<file path="src/rtl/sys_defs.sv">
// Shared memory-bus definitions: bus commands, tag typedef, tag ownership and the tag-table entry.
package sys_defs;
    localparam int XLEN         = 32;
    localparam int NUM_MEM_TAGS = 15;

    typedef logic [3:0] MEM_TAG;

    typedef enum logic [1:0] {
        BUS_NONE  = 2'd0,
        BUS_LOAD  = 2'd1,
        BUS_STORE = 2'd2
    } MEM_COMMAND;

    typedef enum logic {
        OWN_ICACHE = 1'b0,
        OWN_DCACHE = 1'b1
    } MEM_OWNER;

    typedef struct packed {
        logic     valid;
        MEM_OWNER owner;
        logic     squashed;
    } MEM_TAG_ENTRY;
endpackage

</file>
<file path="src/rtl/mem_tag_table.sv">
// Outstanding-tag ownership table: per-tag {valid, owner, squashed}, completion lookup,
// and a registered count of live icache-owned tags.
module mem_tag_table
    import sys_defs::*;
#(
    parameter int NUM_TAGS = NUM_MEM_TAGS,
    parameter int TAG_W    = 4
) (
    input  logic             clock,
    input  logic             reset,
    input  logic             set_en_i,
    input  logic [TAG_W-1:0] set_tag_i,
    input  MEM_OWNER         set_owner_i,
    input  logic [TAG_W-1:0] clr_tag_i,
    input  logic             squash_i,
    output MEM_TAG_ENTRY     hit_o,
    output logic [TAG_W-1:0] icache_count_o
);
    MEM_TAG_ENTRY     entries_q [1:NUM_TAGS];
    MEM_TAG_ENTRY     entries_d [1:NUM_TAGS];
    logic [TAG_W-1:0] cnt_q, cnt_d;

    // Tag 0 never matches, so a null completion yields an invalid hit.
    always_comb begin
        hit_o = '0;
        for (int i = 1; i <= NUM_TAGS; i++)
            if (clr_tag_i == TAG_W'(i)) hit_o = entries_q[i];
    end

    // Clear, then squash, then set: a same-cycle accept lands unsquashed with its new owner.
    always_comb begin
        cnt_d = '0;
        for (int i = 1; i <= NUM_TAGS; i++) begin
            entries_d[i] = entries_q[i];
            if (clr_tag_i == TAG_W'(i))
                entries_d[i] = '0;
            if (squash_i && entries_d[i].valid && entries_d[i].owner == OWN_ICACHE)
                entries_d[i].squashed = 1'b1;
            if (set_en_i && set_tag_i == TAG_W'(i)) begin
                entries_d[i].valid    = 1'b1;
                entries_d[i].owner    = set_owner_i;
                entries_d[i].squashed = 1'b0;
            end
            if (entries_d[i].valid && entries_d[i].owner == OWN_ICACHE)
                cnt_d = cnt_d + TAG_W'(1);
        end
    end

    always_ff @(posedge clock) begin
        if (reset) begin
            for (int i = 1; i <= NUM_TAGS; i++) entries_q[i] <= '0;
            cnt_q <= '0;
        end else begin
            for (int i = 1; i <= NUM_TAGS; i++) entries_q[i] <= entries_d[i];
            cnt_q <= cnt_d;
        end
    end

    assign icache_count_o = cnt_q;
endmodule

</file>
<file path="src/rtl/mem_arbiter.sv">
// Arbitrates icache/dcache onto the tagged memory port and routes tagged returns to their owner.
// MEM_ARB_ROUND_ROBIN_EN selects round-robin conflict resolution; otherwise dcache always wins.
module mem_arbiter
    import sys_defs::*;
#(
    parameter int NUM_TAGS = NUM_MEM_TAGS,
    parameter int TAG_W    = 4
) (
    input  logic             clock,
    input  logic             reset,
    input  logic             icache_req_valid,
    input  logic [XLEN-1:0]  icache_req_addr,
    output logic             icache_req_ack,
    output logic [TAG_W-1:0] icache_req_tag,
    input  logic             icache_flush,
    output logic             icache_resp_valid,
    output logic [TAG_W-1:0] icache_resp_tag,
    output logic [63:0]      icache_resp_data,
    output logic [TAG_W-1:0] icache_outstanding,
    input  logic             dcache_req_valid,
    input  MEM_COMMAND       dcache_req_cmd,
    input  logic [XLEN-1:0]  dcache_req_addr,
    input  logic [63:0]      dcache_req_data,
    output logic             dcache_req_ack,
    output logic [TAG_W-1:0] dcache_req_tag,
    output logic             dcache_resp_valid,
    output logic [TAG_W-1:0] dcache_resp_tag,
    output logic [63:0]      dcache_resp_data,
    output MEM_COMMAND       proc2mem_command,
    output logic [XLEN-1:0]  proc2mem_addr,
    output logic [63:0]      proc2mem_data,
    input  logic [TAG_W-1:0] mem2proc_response,
    input  logic [63:0]      mem2proc_data,
    input  logic [TAG_W-1:0] mem2proc_tag
);
    logic         gnt_i, gnt_d, prefer_d, accept, deliver;
    MEM_TAG_ENTRY hit;

`ifdef MEM_ARB_ROUND_ROBIN_EN
    MEM_OWNER last_grant_q, last_grant_d;

    assign prefer_d = (last_grant_q == OWN_ICACHE);

    // Rejected attempts leave the pointer alone so the same side retries first.
    always_comb begin
        last_grant_d = last_grant_q;
        if (accept) last_grant_d = gnt_d ? OWN_DCACHE : OWN_ICACHE;
    end

    always_ff @(posedge clock) begin
        if (reset) last_grant_q <= OWN_ICACHE;
        else       last_grant_q <= last_grant_d;
    end
`else
    assign prefer_d = 1'b1;
`endif

    assign gnt_d  = dcache_req_valid && (!icache_req_valid || prefer_d);
    assign gnt_i  = icache_req_valid && !gnt_d;
    assign accept = (gnt_i || gnt_d) && (mem2proc_response != '0);

    always_comb begin
        proc2mem_command = BUS_NONE;
        proc2mem_addr    = '0;
        proc2mem_data    = '0;
        if (gnt_d) begin
            proc2mem_command = dcache_req_cmd;
            proc2mem_addr    = dcache_req_addr;
            proc2mem_data    = dcache_req_data;
        end else if (gnt_i) begin
            proc2mem_command = BUS_LOAD;
            proc2mem_addr    = icache_req_addr;
        end
    end

    assign icache_req_ack = gnt_i && accept;
    assign dcache_req_ack = gnt_d && accept;
    assign icache_req_tag = icache_req_ack ? mem2proc_response : '0;
    assign dcache_req_tag = dcache_req_ack ? mem2proc_response : '0;

    // Stores never complete by tag, so only loads claim a table entry.
    mem_tag_table #(
        .NUM_TAGS(NUM_TAGS),
        .TAG_W   (TAG_W)
    ) u_tags (
        .clock         (clock),
        .reset         (reset),
        .set_en_i      (accept && (gnt_i || dcache_req_cmd == BUS_LOAD)),
        .set_tag_i     (mem2proc_response),
        .set_owner_i   (gnt_d ? OWN_DCACHE : OWN_ICACHE),
        .clr_tag_i     (mem2proc_tag),
        .squash_i      (icache_flush),
        .hit_o         (hit),
        .icache_count_o(icache_outstanding)
    );

    assign deliver           = hit.valid && !hit.squashed;
    assign icache_resp_valid = deliver && hit.owner == OWN_ICACHE;
    assign dcache_resp_valid = deliver && hit.owner == OWN_DCACHE;
    assign icache_resp_tag   = icache_resp_valid ? mem2proc_tag  : '0;
    assign icache_resp_data  = icache_resp_valid ? mem2proc_data : '0;
    assign dcache_resp_tag   = dcache_resp_valid ? mem2proc_tag  : '0;
    assign dcache_resp_data  = dcache_resp_valid ? mem2proc_data : '0;
endmodule

</file>
<file path="config.mk">
export PLATFORM = sky130hd
export DESIGN_NAME = mem_arbiter
export DESIGN_NICKNAME = d
export VERILOG_FILES = /design/src/rtl/sys_defs.sv /design/src/rtl/mem_tag_table.sv /design/src/rtl/mem_arbiter.sv
export SDC_FILE = /design/constraint.sdc
export NUM_CORES = 1
export LEC_CHECK = 0
export ABC_AREA = 1
export CAP_MARGIN = 20
export CELL_PAD_IN_SITES_DETAIL_PLACEMENT = 1
export CELL_PAD_IN_SITES_GLOBAL_PLACEMENT = 2
export CORE_AREA = 2 2 220 222
export CTS_CLUSTER_DIAMETER = 120
export DETAILED_ROUTE_END_ITERATION = 8
export DIE_AREA = 0 0 222 224
export GPL_TIMING_DRIVEN = 0
export PLACE_DENSITY_LB_ADDON = 0.25
export SLEW_MARGIN = 20
export SYNTH_ARGS = -nofsm -noshare
export SYNTH_HDL_FRONTEND = slang
export SYNTH_HIERARCHICAL = 1
export SYNTH_SLANG_ARGS = --single-unit
</file>
<file path="constraint.sdc">
create_clock -name clock -period 7.7 [get_ports clock]
set_input_delay 1.54 -clock clock [delete_from_list [all_inputs] [get_ports clock]]
set_output_delay 1.54 -clock clock [all_outputs]
set_load 0.1 [all_outputs]
</file>
==> run metrics <==
Fill cells between 5k and 6k; setup violators final 1; area grow syn2layout 106.9%; Crit Path Max Fanout 5; count leader, synth nand2_1; Hold Path Class reg2reg; Pre-Repair DR Iteration Count 4; RSZ-0062 raised after global routing yes; Routed Antenna Nets 0; area of the multi-input gates approximately 4400 um2; Syn Area/Cell between 5 and 6 um2; global placer's final weighted congestion roughly 0.87; DRC 0; number of hold buffers added after cts 0; placed cells 2,247; part of the cycle the worst path needs 100.3%; CTS tree yes; register area 980.9 um2; most frequent cells after synthesis 332 x nand2_1, 258 x inv_1, 205 x nor2_1, 53 x nand3_1, 49 x dfxtp_1; sequential share of power 18.5%; asr flop ratio synth 0%; TritonCTS buffer count 5; Fin Hold WS 0.4972 ns; skew final 0.009984 ns; num rows 80; Finished Layout Cells 2,311; top sig layer met5; proportion of layout cells with a drive suffix above 1 15.82%; root buf cell clkbuf_16; Slowest cell on crit path ha_4; worst path bufs/invs 8; grt total ovfl 0; die height 224 um; design area 12,610 um2; met3 wire len 1721 um; final hold viol count 0; Finished Core Util 26.63%; largest net degree at the start of global routing 18; clock slew at reported path FFs roughly 0.08 ns; CP top delay family simple AND/OR/NAND/NOR gates; placed inst area 11,500 um2; Initial Util 12.87%; Leak 5.995 nW; Internal Power 0.6986 mW; most area-consuming cells after synthesis nand2_1 20%, dfxtp_1 16%, inv_1 16%; Max Clock Freq 129.5 MHz; Metal-1 WL 16,370 um; mapped cell area 6093 um2; area share of the largest cell type after synthesis 20.45%; Ys Warns 6; Net Count, Synth 1,400; dominant synthesized flop cell dfxtp_1; number of max-cap violations 0; CP max stage delay about 0.32 ns; vias between 8k and 9k; worst vdd ir 107.3 uV; flops & latches, synth 49; CTS max path bufs 2; IO Port Bufs 455; Least-Margin Pin Slew ~1.2 ns; crit end category register; DR WL/cell 17.82 um; DP Wirelength 35,720 um; Net Sw Frac 50.25%; most frequent CP cell nand2_4; sequential-to-total area share from yosys stat 16.10%; status finished with violations; Power per Cell Area 111.3 nW/um2; WL final 41,170 um; Post-synth EDFFs 0; final setup margin -0.02196 ns; initial antenna violation count 8; Initial DRC Count slightly below 300; combinational power share 62.3%; Final #Nets between 1.5k and 2k; Sum Neg Setup Slack -0.02196 ns; area leader, netlist nand2_1; detailed-routed wire length on met2 22,630 um; CP Launch Type input pin; GRT Total Usage 15.97%; critical path arrival a little under 8 ns; die area 49,730 um2; first-pass GRT wire length 59,870 um; Net Switching 0.7055 mW; Min Clock Period, post-route 7.722 ns; Slew Viols, Final 0; failing checks negative setup slack; io pins ~460; post-synth cell types 40; cell count after synthesis between 1k and 1.5k; DIE WIDTH around 220 um; CTS H-tree lvls 2; kind of critical path in2reg; via/cell ratio 3.825; slew margin rel. 22.93%; vias in the first global route 9,205; core region area 47,350 um2; clock latency on the worst-skew pair 0.30 ns; clk sinks approximately 50; CP required 7.90 ns; Clock power frac 19.2%
-- metrics by stage --
step | total power, mW | worst slack (ns)
after detailed placement | 1.060 | -2.176
final | 1.404 | -0.02196
after CTS | 1.392 | -0.02524
after global routing | 1.474 | -0.4034
after global placement | 1.054 | -2.077
after floorplan | 0.7855 | -0.04674
-- worst min-delay path: stages, from the launching register on --
cell       delay, ns
dfxtp_1         0.30
inv_1           0.06
a2111oi_0       0.08
-- power groups by stage --
stage	combinational, mW	clock [mW]	sequential, mW
after floorplan	0.508	0	0.278
after global placement	0.788	0	0.266
after detailed placement	0.794	0	0.266
after CTS	0.849	0.282	0.260
after global routing	0.923	0.290	0.261
final	0.874	0.269	0.260
-- placed cells by master (no fill, tap or decap), types with 17 or more instances in the layout --
cell type	synthesis	layout
buf_2	17	18
buf_4	0	53
dfxtp_1	49	49
nor2_1	205	197
nor2_4	12	18
nand2_2	14	27
o21ai_0	45	38
nand2_1	332	306
clkdlybuf4s50_1	0	443
nor3_1	24	24
inv_1	258	250
nand2_4	12	25
nand3_2	14	21
nand3_1	53	43
nor2_2	15	17
inv_2	19	23
-- logic make-up (layout without fill, tap and decap cells) --
group | Yosys count | in the layout | synth area share, %
compound gates | 92 | 92 | 8.317
xor+xnor | 4 | 4 | 0.5749
fa+ha+maj | 16 | 16 | 3.285
buf+inv | 313 | 830 | 20.18
flops | 49 | 49 | 16.10
other cells | 0 | 2 | 0
simple gates | 703 | 703 | 51.54
-- worst paths after layout --
| path | start | end | slack (ns) | cells after the start |
|---|---|---|---|---|
| hold reg to reg | u_tags/entries_q[0][3] | u_tags/entries_q[0][3] | 0.50 | 2 |
| setup / recovery | dcache_req_valid | u_tags/icache_count_o[1] | -0.02 | 51 |
| hold / removal | u_tags/entries_q[0][3] | u_tags/entries_q[0][3] | 0.50 | 2 |
| setup reg to reg | u_tags/entries_q[0][1] | u_tags/icache_count_o[1] | 1.65 | 43 |
-- registers in the layout, summed over array words and instances, names as in the netlist --
register	flops
u_tags/entries_q	45
u_tags/icache_count_o	4
-- final cells by class --
type	count	area share, %
antenna	2	0.03969
timing repair buffer	509	39.50
inverter	278	8.355
sequential	49	7.779
clock buffer	5	0.9923
tap	615	6.102
buffer	35	1.558
multi-input combinational	815	35.27
clock inverter	3	0.3969
-- routing by layer --
metal / vias up / track usage (%)
li1: 4516 / -
met1: 4085 / 17.66
met3: 26 / 2.545
met2: 210 / 32.19
met5: - / 0
met4: 2 / 2.398
-- timing repair --
| item | CTS | global route |
|---|---|---|
| setup endpoints to repair | 3 | 3 |
| gates resized for setup | 129 | 34 |
| hold endpoints to repair | 0 | 0 |
| pin swaps | 63 | 37 |
| setup buffers | 46 | 8 |
No activity file was read; power rests on OpenSTA's default activity.
